===== src/rtl/ram_port_arbiter.sv =====
// ram_port_arbiter
// Round-robin arbiter that lets two requesters share one single-port RAM.
// One transaction at a time is outstanding at the RAM; every output is registered.
// Optional build macro: RAM_ARB_TIMEOUT_EN adds a BUSY watchdog, the TIMEOUT_CYCLES
// parameter and the timeout_err output. Without it BUSY waits for mem_ready forever.
//
// state  | meaning
// S_IDLE | no owner; sample r0_valid/r1_valid and grant one of them
// S_BUSY | request latched onto mem_*, waiting for mem_ready (or the watchdog)
// S_RESP | one-cycle ready pulse to the owner, then release the grant

module ram_port_arbiter #(
   parameter int DATA_WIDTH = 8,
   parameter int ADDR_WIDTH = 8
`ifdef RAM_ARB_TIMEOUT_EN
   , parameter int TIMEOUT_CYCLES = 16
`endif
) (
   input  logic                  clk,
   input  logic                  rst,
   input  logic                  r0_valid,
   input  logic                  r0_wr_rd,
   input  logic [ADDR_WIDTH-1:0] r0_addr,
   input  logic [DATA_WIDTH-1:0] r0_din,
   output logic                  r0_ready,
   output logic [DATA_WIDTH-1:0] r0_dout,
   input  logic                  r1_valid,
   input  logic                  r1_wr_rd,
   input  logic [ADDR_WIDTH-1:0] r1_addr,
   input  logic [DATA_WIDTH-1:0] r1_din,
   output logic                  r1_ready,
   output logic [DATA_WIDTH-1:0] r1_dout,
   output logic                  mem_valid,
   output logic                  mem_wr_rd,
   output logic [ADDR_WIDTH-1:0] mem_addr,
   output logic [DATA_WIDTH-1:0] mem_din,
   input  logic                  mem_ready,
   input  logic [DATA_WIDTH-1:0] mem_dout,
   output logic [1:0]            grant
`ifdef RAM_ARB_TIMEOUT_EN
   , output logic                timeout_err
`endif
);

   typedef enum logic [1:0] {S_IDLE, S_BUSY, S_RESP} state_t;

   state_t                r_state;
   state_t                w_state_nxt;
   logic                  r_last_grant;   // 0 = req0 served last, 1 = req1
   logic                  r_owner;        // requester currently holding the RAM
   logic                  r_r0_ready;
   logic                  r_r1_ready;
   logic [DATA_WIDTH-1:0] r_r0_dout;
   logic [DATA_WIDTH-1:0] r_r1_dout;
   logic                  r_mem_valid;
   logic                  r_mem_wr_rd;
   logic [ADDR_WIDTH-1:0] r_mem_addr;
   logic [DATA_WIDTH-1:0] r_mem_din;
   logic [1:0]            r_grant;
   logic                  w_gnt0;
   logic                  w_gnt1;
   logic                  w_timeout;
   logic                  w_done;

   // req0 wins unless req1 is also asking and req0 was the last one served
   assign w_gnt0 = r0_valid & (~r1_valid | r_last_grant);
   assign w_gnt1 = r1_valid & ~w_gnt0;

`ifdef RAM_ARB_TIMEOUT_EN
   localparam int CW = $clog2(TIMEOUT_CYCLES + 1);
   logic [CW-1:0] r_cnt;
   logic          r_timeout_err;

   // mem_ready on the terminal cycle still wins over the watchdog
   assign w_timeout   = (r_state == S_BUSY) && !mem_ready && (r_cnt == '0);
   assign timeout_err = r_timeout_err;
`else
   assign w_timeout = 1'b0;
`endif

   assign w_done = mem_ready | w_timeout;

   assign r0_ready  = r_r0_ready;
   assign r1_ready  = r_r1_ready;
   assign r0_dout   = r_r0_dout;
   assign r1_dout   = r_r1_dout;
   assign mem_valid = r_mem_valid;
   assign mem_wr_rd = r_mem_wr_rd;
   assign mem_addr  = r_mem_addr;
   assign mem_din   = r_mem_din;
   assign grant     = r_grant;

   // state register
   always_ff @(posedge clk or negedge rst) begin
      if (!rst) r_state <= S_IDLE;
      else      r_state <= w_state_nxt;
   end

   // next-state decode
   always_comb begin
      w_state_nxt = r_state;
      case (r_state)
         S_IDLE:  if (r0_valid || r1_valid) w_state_nxt = S_BUSY;
         S_BUSY:  if (w_done) w_state_nxt = S_RESP;
         S_RESP:  w_state_nxt = S_IDLE;
         default: w_state_nxt = S_IDLE;
      endcase
   end

   // registered outputs: latch the winner's request, return its completion
   always_ff @(posedge clk or negedge rst) begin
      if (!rst) begin
         r_last_grant <= 1'b1;
         r_owner      <= 1'b0;
         r_r0_ready   <= 1'b0;
         r_r1_ready   <= 1'b0;
         r_r0_dout    <= '0;
         r_r1_dout    <= '0;
         r_mem_valid  <= 1'b0;
         r_mem_wr_rd  <= 1'b0;
         r_mem_addr   <= '0;
         r_mem_din    <= '0;
         r_grant      <= 2'b00;
`ifdef RAM_ARB_TIMEOUT_EN
         r_cnt         <= '0;
         r_timeout_err <= 1'b0;
`endif
      end else begin
         case (r_state)
            S_IDLE: begin
               if (w_gnt0 || w_gnt1) begin
                  r_owner     <= w_gnt1;
                  r_mem_valid <= 1'b1;
                  r_mem_wr_rd <= w_gnt1 ? r1_wr_rd : r0_wr_rd;
                  r_mem_addr  <= w_gnt1 ? r1_addr  : r0_addr;
                  r_mem_din   <= w_gnt1 ? r1_din   : r0_din;
                  r_grant     <= w_gnt1 ? 2'b10 : 2'b01;
`ifdef RAM_ARB_TIMEOUT_EN
                  r_cnt       <= CW'(TIMEOUT_CYCLES - 1);
`endif
               end
            end
            S_BUSY: begin
               if (w_done) begin
                  r_mem_valid  <= 1'b0;
                  r_last_grant <= r_owner;
                  if (r_owner) begin
                     r_r1_ready <= 1'b1;
                     r_r1_dout  <= w_timeout ? '0 : mem_dout;
                  end else begin
                     r_r0_ready <= 1'b1;
                     r_r0_dout  <= w_timeout ? '0 : mem_dout;
                  end
`ifdef RAM_ARB_TIMEOUT_EN
                  r_timeout_err <= w_timeout;
`endif
               end
`ifdef RAM_ARB_TIMEOUT_EN
               else begin
                  r_cnt <= r_cnt - 1'b1;
               end
`endif
            end
            S_RESP: begin
               r_r0_ready <= 1'b0;
               r_r1_ready <= 1'b0;
               r_grant    <= 2'b00;
`ifdef RAM_ARB_TIMEOUT_EN
               r_timeout_err <= 1'b0;
`endif
            end
            default: ;
         endcase
      end
   end

endmodule

===== config.mk =====
export PLATFORM = sky130hd
export DESIGN_NAME = ram_port_arbiter
export DESIGN_NICKNAME = d
export VERILOG_FILES = /design/src/rtl/ram_port_arbiter.sv
export SDC_FILE = /design/constraint.sdc
export NUM_CORES = 1
export LEC_CHECK = 0
export BUFFER_PORTS_ARGS = -buffer_cell sky130_fd_sc_hd__buf_2
export CAP_MARGIN = 15
export CORE_UTILIZATION = 49
export CTS_CLUSTER_DIAMETER = 80
export DETAILED_ROUTE_END_ITERATION = 12
export PLACE_DENSITY = 0.95
export SYNTH_ARGS = -nofsm -noshare
export SYNTH_HDL_FRONTEND = slang
export SYNTH_SLANG_ARGS = --single-unit

===== constraint.sdc =====
create_clock -name clk -period 2.28 [get_ports clk]
set_input_delay 0.456 -clock clk [delete_from_list [all_inputs] [get_ports clk]]
set_output_delay 0.456 -clock clk [all_outputs]
set_load 0.02 [all_outputs]

==> impl_metrics.env, run 1 <==
export IMPL_worstSetupPathType="reg -> reg"
export IMPL_cts_hold_bufs=0
export IMPL_static_leakage_power_nw=1.22
export IMPL_route_antenna_remaining_nets=0
export IMPL_grt_start_max_net_pins=24
export IMPL_max_cap_viol_count=0
export IMPL_m1WireLength_um=1510
export IMPL_highest_clock_frequency_the_design_can_meet_ghz=0.605
export IMPL_detailedPlacementHpwl_um=2630
export IMPL_outcome="finished clean"
export IMPL_cts_tree="built"
export IMPL_total_power_mw=3.36
export IMPL_clkSinkCount=42
export IMPL_post_route_cells_drive_above_1_share=0.692
export IMPL_dieArea_um2=3960
export IMPL_max_slew_margin_rel=0.665
export IMPL_drt_wl_total_um=3530
export IMPL_worst_path_max_fanout=19
export IMPL_synth_largest_type_area_fraction=0.564
export IMPL_clock_latency_ns=0.28
export IMPL_grt_antenna_before_repair=0
export IMPL_synth_yosys_warnings=0
export IMPL_globalRouteTotalUtil=0.185
export IMPL_final_net_count=260
export IMPL_post_cts_buffers=0
export IMPL_finish_utilization=0.692
export IMPL_worst_setup_path_start_kind="flop"
export IMPL_power_density_cells_nw_per_um2=1410
export IMPL_drc=0
export IMPL_wl_met3_um=232
export IMPL_setup_viol=0
export IMPL_floorplan_initialDensity=0.528
export IMPL_cts_htree_levels=2
export IMPL_clock_path_buffers=2
export IMPL_post_cts_resize_count=0
export IMPL_floorplan_core_area_um2=3440
export IMPL_timing_final_crit_share=0.725
export IMPL_cp_data_arrival_time_ns=1.82
export IMPL_routed_via_density=4.89
export IMPL_placement_io_buffers=84
export IMPL_grt_first_pass_wirelength_um=5690
export IMPL_synth_largest_area_cell="dfrtp_1"
export IMPL_synth_avg_cell_area_um2=15.0
export IMPL_areaGrowthSynthToFinish_pct=31.1
export IMPL_synthTopCellsByArea="dfrtp_1 56%, mux2_2 26%, mux2_4 6.6%"
export IMPL_drt_iter0_drc=37
export IMPL_numCtsBuffers=5
export IMPL_die_width_um=62.9
export IMPL_top_layer="met4"
export IMPL_post_synth_num_cell_types=20
export IMPL_die_extent_in_y_um=62.9
export IMPL_syn_instance_count=121
export IMPL_number_of_slew_limit_violations_in_the_final_report=0
export IMPL_place_congestion=0.717
export IMPL_fin_worst_skew_ns=0.00447
export IMPL_min_delay_path_class="in -> async"
export IMPL_insertedDiodeCount=0
export IMPL_totalNegativeSetupSlack_ns=0
export IMPL_finalWorstPathRequiredPeriod_ns=1.65
export IMPL_floorplan_rows=21
export IMPL_via_count=1272
export IMPL_first_global_vias=1312
export IMPL_total_iterations_of_the_first_detailed_routing_run=4
export IMPL_clock_pin_slew_of_the_registers_on_the_worst_case_setup_and_hold_paths_ns=0.08
export IMPL_hold_ws_ns=0.132
export IMPL_ir_worst_vdd_uv=843
export IMPL_number_of_endpoints_with_negative_hold_slack_in_the_final_report=0
export IMPL_postSynthNetCount=168
export IMPL_detailroute_wirelength_met2_um=1750
export IMPL_route_detailed_wl_per_inst_um=13.6
export IMPL_cts_root_buffer="clkbuf_8"
export IMPL_grt_setup_unrepaired="no"
export IMPL_required_ns=2.45
export IMPL_number_of_primary_i_o_pins=85
export IMPL_num_fill_cells=275
export IMPL_synth_sequential_area_ratio=0.579
export IMPL_mappedNetlistArea_um2=1820
export IMPL_synthesis_stage_register_bit_count=42
export IMPL_worst_slew_pin_transition_ns=0.503
export IMPL_setup_worst_path_end_class="flop"
export IMPL_globalRoute_totalOverflow=0
-- per-layer routing --
| metal | track usage | vias up |
|---|---|---|
| met1 | 0.215 | 599 |
| met5 | 0 | - |
| met3 | 0.0420 | 5 |
| li1 | - | 606 |
| met4 | 0.0610 | 0 |
| met2 | 0.333 | 62 |
-- synth_stat cells (all sizes together) --
cell type  number
nor2            5
dfstp           1
a21oi           2
nor3            1
buf             4
inv             3
nand2b          2
nand2           5
nand3b          1
o211ai          1
o31ai           1
a21bo           1
o21ai           1
dfrtp          41
mux2           50
a21o            2
-- state kept, by name, summed over array words and instances, names as in the netlist, 2 cells and up --
name      cells
r0_dout       8
r_state       2
grant         2
r1_dout       8
mem_addr      8
mem_din       8
-- layout by cell type, fill, tap and decap left out --
| cell type | n |
|---|---|
| mux2_4 | 8 |
| a21oi_1 | 2 |
| clkbuf_1 | 1 |
| o21ai_0 | 1 |
| nor3_1 | 1 |
| dfrtp_1 | 41 |
| buf_4 | 5 |
| nor2_2 | 1 |
| buf_2 | 84 |
| clkinv_2 | 1 |
| nand2_1 | 5 |
| o31ai_1 | 1 |
| nand3b_1 | 1 |
| clkbuf_8 | 6 |
| nor2_1 | 4 |
| a21o_1 | 2 |
| inv_1 | 3 |
| o211ai_1 | 1 |
| dfstp_2 | 1 |
| nand2b_1 | 2 |
| a21bo_1 | 1 |
| mux2_2 | 42 |
-- final timing paths --
check | start | endpoint | slack, ns | cells after the start
max in group asynchronous | rst | mem_addr[1]$_DFFE_PN0P_ | 1.60 | 2
min reg2reg | mem_valid$_DFFE_PN0P_ | mem_valid$_DFFE_PN0P_ | 0.48 | 2
max reg2reg | r_last_grant$_DFFE_PN1P_ | mem_din[5]$_DFFE_PN0P_ | 0.63 | 4
max | r_last_grant$_DFFE_PN1P_ | mem_din[5]$_DFFE_PN0P_ | 0.63 | 4
min in group clk | mem_ready | r_state[0]$_DFFE_PN0P_ | 0.35 | 2
min | rst | mem_addr[3]$_DFFE_PN0P_ | 0.13 | 1
-- report_power, final --
| part | total, mW | switching (mW) | leakage [nW] | internal (mW) |
|---|---|---|---|---|
| Combinational | 1.56 | 0.858 | 0.676 | 0.707 |
| Sequential | 1.33 | 0.196 | 0.495 | 1.13 |
| Clock | 0.473 | 0.229 | 0.0482 | 0.244 |
| Total | 3.36 | 1.28 | 1.22 | 2.08 |
-- cell type report --
type | instances | area (um^2) | share of cell area
clock buffer | 7 | 86.3 | 0.0362
clock inverter | 1 | 5.00 | 0.00210
inverter | 3 | 11.3 | 0.00472
multi-input combinational | 72 | 713 | 0.299
sequential | 42 | 1050 | 0.441
tap | 46 | 57.6 | 0.0241
timing repair buffer | 89 | 458 | 0.192
-- cell families after synthesis --
kind of cell,count (synthesis),synth area share
compound gates,8,0.0303
buf+inv,7,0.0289
flops,42,0.579
simple gates,14,0.0358
mux,50,0.326
-- worst max-delay path: stages (launching register included) --
cell and delay (ns):
dfstp_2 0.54, a21bo_1 0.10, buf_4 0.28, mux2_2 0.37, mux2_2 0.25
-- through the flow --
| step | cell area (um^2) | setup slack (ns) | instances |
|---|---|---|---|
| 2_1_floorplan | 1820 | 0.709 | 121 |
| 3_3_place_gp | 2290 | 0.539 | 252 |
| 4_1_cts | 2380 | 0.618 | 260 |
| 3_5_place_dp | 2290 | 0.516 | 252 |
| 5_1_grt | 2380 | 0.568 | 260 |
| 6_report | 2380 | 0.626 | 260 |
(Power assumes the default switching activity.)
==> run 2: changes to the inputs <==
- CORE_UTILIZATION: 49 -> 46
- PLACE_DENSITY: 0.95 -> 0.9
- clock period: 2.28 -> 1.7 ns (I/O delays scaled with it)
==> impl_metrics.env, run 2 (same netlist as run 1, synthesis figures left out) <==
export IMPL_outcome="finished clean"
export IMPL_floorplan_core_area_um2=3720
export IMPL_clock_path_buffers=2
export IMPL_highest_clock_frequency_the_design_can_meet_ghz=0.632
export IMPL_stdcell_count=266
export IMPL_detailedPlacementHpwl_um=2770
export IMPL_grt_setup_unrepaired="no"
export IMPL_worst_slew_pin_transition_ns=0.548
export IMPL_globalRouteTotalUtil=0.182
export IMPL_worstSetupPathType="reg -> reg"
export IMPL_required_ns=1.87
export IMPL_drt_wl_total_um=3480
export IMPL_drc=0
export IMPL_static_leakage_power_nw=1.26
export IMPL_max_slew_margin_rel=0.635
export IMPL_power_density_cells_nw_per_um2=1900
export IMPL_die_extent_in_y_um=64.9
export IMPL_number_of_slew_limit_violations_in_the_final_report=0
export IMPL_max_cap_viol_count=0
export IMPL_grt_first_pass_wirelength_um=5730
export IMPL_finalWorstPathRequiredPeriod_ns=1.58
export IMPL_min_delay_path_class="in -> async"
export IMPL_place_congestion=0.785
export IMPL_hold_ws_ns=0.0344
export IMPL_placement_io_buffers=84
export IMPL_cts_htree_levels=2
export IMPL_num_fill_cells=297
export IMPL_die_width_um=64.9
export IMPL_drt_iter0_drc=34
export IMPL_clock_latency_ns=0.29
export IMPL_fin_worst_skew_ns=0.00457
export IMPL_first_global_vias=1330
export IMPL_cp_data_arrival_time_ns=1.76
export IMPL_insertedDiodeCount=0
export IMPL_setup_viol=0
export IMPL_globalRoute_totalOverflow=0
export IMPL_post_route_cells_drive_above_1_share=0.702
export IMPL_pre_cts_slack_ns=0.112
export IMPL_total_iterations_of_the_first_detailed_routing_run=2
export IMPL_areaGrowthSynthToFinish_pct=35.2
export IMPL_number_of_primary_i_o_pins=85
export IMPL_via_count=1312
export IMPL_floorplan_rows=22
export IMPL_clock_pin_slew_of_the_registers_on_the_worst_case_setup_and_hold_paths_ns=0.07
export IMPL_cts_hold_bufs=0
export IMPL_floorplan_initialDensity=0.489
export IMPL_placed_cells_incl_taps=258
export IMPL_cts_root_buffer="clkbuf_8"
export IMPL_numCtsBuffers=5
export IMPL_setup_worst_path_end_class="flop"
export IMPL_worst_setup_path_start_kind="flop"
export IMPL_routed_via_density=4.93
export IMPL_dieArea_um2=4210
export IMPL_totalNegativeSetupSlack_ns=0
export IMPL_finish_utilization=0.662
export IMPL_post_cts_resize_count=0
export IMPL_ir_worst_vdd_uv=1130
export IMPL_mostFrequentLayoutCells="84 x buf_2, 42 x mux2_2, 41 x dfrtp_1"
export IMPL_number_of_endpoints_with_negative_hold_slack_in_the_final_report=0
export IMPL_route_antenna_remaining_nets=0
export IMPL_clkSinkCount=42
export IMPL_cts_tree="built"
export IMPL_final_net_count=264
export IMPL_fin_ws_ns=0.118
export IMPL_grt_start_max_net_pins=25
export IMPL_mostFrequentLayoutCell="buf_2"
export IMPL_route_detailed_wl_per_inst_um=13.1
export IMPL_grt_antenna_before_repair=0
export IMPL_timing_final_crit_share=0.931
export IMPL_worst_path_max_fanout=4
export IMPL_post_cts_buffers=0
==> run 2: changes by cell type in the layout (fill, tap and decap cells not counted) <==
cell       previous run  this run
buf_12                0         2
buf_4                 5         7
bufinv_16             0         1
clkbuf_1              1         0
clkbuf_8              6         5
clkinv_2              1         2
==> run 2: metal layers <==
metal,vias to the layer above,routed length [um],GRT usage
met2,67,1760,0.329
met4,0,68,0.0778
met3,10,295,0.0616
li1,615,-,-
met5,-,0,0
met1,620,1360,0.190
==> run 2: metrics by stage <==
step           cell area [um^2]  total power [mW]
6_report                   2460              4.67
5_1_grt                    2460              4.97
4_1_cts                    2460              4.73
3_5_place_dp               2350              3.97
3_3_place_gp               2350              3.90
2_1_floorplan              1820              3.21
==> run 2: path summary, 6_finish.rpt <==
kind / start / endpoint / slack, ns / cells past startpoint
max: r_last_grant$_DFFE_PN1P_ / mem_addr[1]$_DFFE_PN0P_ / 0.12 / 4
min: rst / mem_din[1]$_DFFE_PN0P_ / 0.03 / 1
max reg2reg: r_last_grant$_DFFE_PN1P_ / mem_addr[1]$_DFFE_PN0P_ / 0.12 / 4
min reg2reg: r1_ready$_DFFE_PN0P_ / r1_ready$_DFFE_PN0P_ / 0.49 / 2
max in group asynchronous: rst / mem_addr[6]$_DFFE_PN0P_ / 1.18 / 2
min in group clk: mem_ready / r_state[0]$_DFFE_PN0P_ / 0.25 / 2
==> run 2: report_power, final <==
| group | internal, mW | switching (mW) |
|---|---|---|
| clock network | 0.432 | 0.315 |
| logic | 0.994 | 1.17 |
| registers | 1.51 | 0.242 |
==> run 2: worst max-delay path, cell delays in order (launching register included) <==
cell and delay, ns:
dfstp_2 0.54, a21bo_1 0.18, buf_4 0.16, mux2_2 0.33, mux2_2 0.26
==> run 2: area by class of cell <==
class / instances / area (um^2) / area share
clock inverter: 3 / 40.0 / 0.0163
tap: 48 / 60.1 / 0.0244
multi-input combinational: 72 / 713 / 0.290
clock buffer: 5 / 68.8 / 0.0280
inverter: 3 / 11.3 / 0.00458
sequential: 42 / 1050 / 0.428
timing repair buffer: 93 / 513 / 0.209
==> run 3: changes to the inputs <==
- CAP_MARGIN: 15 -> 5
- CORE_MARGIN: default -> 2
==> impl_metrics.env, run 3 (same netlist as run 1, synthesis figures left out) <==
export IMPL_highest_clock_frequency_the_design_can_meet_ghz=0.636
export IMPL_die_extent_in_y_um=66.9
export IMPL_first_global_vias=1316
export IMPL_number_of_primary_i_o_pins=85
export IMPL_max_slew_margin_rel=0.789
export IMPL_placement_io_buffers=84
export IMPL_max_cap_viol_count=0
export IMPL_number_of_slew_limit_violations_in_the_final_report=0
export IMPL_min_delay_path_class="in -> reg"
export IMPL_post_route_cells_drive_above_1_share=0.689
export IMPL_cts_tree="built"
export IMPL_r2r_setup_slack_ns=0.13
export IMPL_clock_path_buffers=2
export IMPL_hold_ws_ns=0.234
export IMPL_required_ns=1.88
export IMPL_grt_start_max_net_pins=20
export IMPL_post_cts_resize_count=0
export IMPL_mostFrequentLayoutCell="buf_2"
export IMPL_via_count=1294
export IMPL_die_width_um=66.9
export IMPL_insertedDiodeCount=0
export IMPL_final_net_count=265
export IMPL_timing_final_crit_share=0.925
export IMPL_floorplan_initialDensity=0.486
export IMPL_areaGrowthSynthToFinish_pct=35.7
export IMPL_fin_worst_skew_ns=0.00771
export IMPL_setup_viol=0
export IMPL_routed_via_density=4.85
export IMPL_cp_data_arrival_time_ns=1.75
export IMPL_globalRoute_totalOverflow=0
export IMPL_post_cts_buffers=0
export IMPL_worst_path_max_fanout=13
export IMPL_totalNegativeSetupSlack_ns=0
export IMPL_clock_latency_ns=0.29
export IMPL_detailedPlacementHpwl_um=2750
export IMPL_number_of_endpoints_with_negative_hold_slack_in_the_final_report=0
export IMPL_outcome="finished clean"
export IMPL_finalWorstPathRequiredPeriod_ns=1.57
export IMPL_clock_pin_slew_of_the_registers_on_the_worst_case_setup_and_hold_paths_ns=0.08
export IMPL_globalRouteTotalUtil=0.175
export IMPL_mostFrequentLayoutCells="84 x buf_2, 42 x mux2_2, 41 x dfrtp_1"
export IMPL_place_congestion=0.747
export IMPL_drc=0
export IMPL_numCtsBuffers=5
export IMPL_power_density_cells_nw_per_um2=1900
export IMPL_grt_antenna_before_repair=0
export IMPL_setup_worst_path_end_class="flop"
export IMPL_clkSinkCount=42
export IMPL_total_iterations_of_the_first_detailed_routing_run=4
export IMPL_grt_first_pass_wirelength_um=5750
export IMPL_drt_iter0_drc=44
export IMPL_floorplan_rows=22
export IMPL_route_antenna_remaining_nets=0
export IMPL_ir_worst_vdd_uv=1180
export IMPL_static_leakage_power_nw=1.26
export IMPL_floorplan_core_area_um2=3740
export IMPL_dieArea_um2=4470
export IMPL_worst_setup_path_start_kind="flop"
export IMPL_grt_setup_unrepaired="no"
export IMPL_worst_slew_pin_transition_ns=0.316
export IMPL_cts_root_buffer="clkbuf_8"
export IMPL_route_detailed_wl_per_inst_um=13.3
export IMPL_num_fill_cells=297
export IMPL_drt_wl_total_um=3560
export IMPL_worstSetupPathType="reg -> reg"
export IMPL_cts_htree_levels=2
run 3: changes by cell type in the layout (fill, tap and decap cells not counted), sizes merged:
| cell | delta |
|---|---|
| clkbuf | +2 |
| clkinv | -2 |
| dlygate4sd3 | +1 |
run 3: metrics by stage:
stage | cells | total power [mW] | cell area, um^2 | util | setup slack [ns]
2_1_floorplan | 121 | 3.21 | 1820 | - | 0.156
3_3_place_gp | 258 | 3.90 | 2350 | 0.628 | 0.169
3_5_place_dp | 258 | 3.97 | 2350 | 0.628 | 0.133
4_1_cts | 267 | 4.74 | 2470 | 0.659 | 0.120
5_1_grt | 267 | 4.99 | 2470 | 0.659 | 0.0931
6_report | 267 | 4.68 | 2470 | 0.659 | 0.128
run 3: where the power goes:
group	leakage, nW	internal (mW)	switching, mW
combinational	0.709	0.993	1.17
clock	0.0524	0.439	0.313
sequential	0.495	1.51	0.241
total	1.26	2.95	1.73
run 3: cell type report:
cell class / count / area (um^2) / share of cell area
tap: 48 / 60.1 / 0.0244
sequential: 42 / 1050 / 0.427
timing repair buffer: 94 / 523 / 0.212
inverter: 3 / 11.3 / 0.00457
clock buffer: 7 / 76.3 / 0.0309
multi-input combinational: 72 / 713 / 0.289
clock inverter: 1 / 30.0 / 0.0122
run 3: final timing paths:
| check | endpoint | depth (start not counted) | start |
|---|---|---|---|
| setup / recovery | mem_din[3]$_DFFE_PN0P_ | 4 | r_last_grant$_DFFE_PN1P_ |
| hold / removal | r_state[0]$_DFFE_PN0P_ | 2 | mem_ready |
| setup reg to reg | mem_din[3]$_DFFE_PN0P_ | 4 | r_last_grant$_DFFE_PN1P_ |
| hold reg to reg | mem_valid$_DFFE_PN0P_ | 2 | mem_valid$_DFFE_PN0P_ |
| max in group asynchronous | r_last_grant$_DFFE_PN1P_ | 3 | rst |
| min in group asynchronous | mem_din[7]$_DFFE_PN0P_ | 2 | rst |
run 3: what timing repair did:
item                                   in CTS  in global routing
setup endpoints to repair                   0                  0
hold buffers                                1                  0
endpoints found under the hold margin      12                  0
run 3: per-layer routing:
metal | GRT usage | up-vias | part of all wire | wire length, um
li1 | - | 615 | - | -
met1 | 0.186 | 613 | 0.41 | 1470
met2 | 0.320 | 62 | 0.49 | 1740
met3 | 0.0591 | 4 | 0.093 | 330
met4 | 0.0638 | 0 | 0.0065 | 23
met5 | 0 | - | 0 | 0
run 3: critical path: stages (launching register included):
cell and delay, ns:
dfstp_2 0.53, a21bo_1 0.16, buf_12 0.16, mux2_2 0.34
mux2_2 0.26
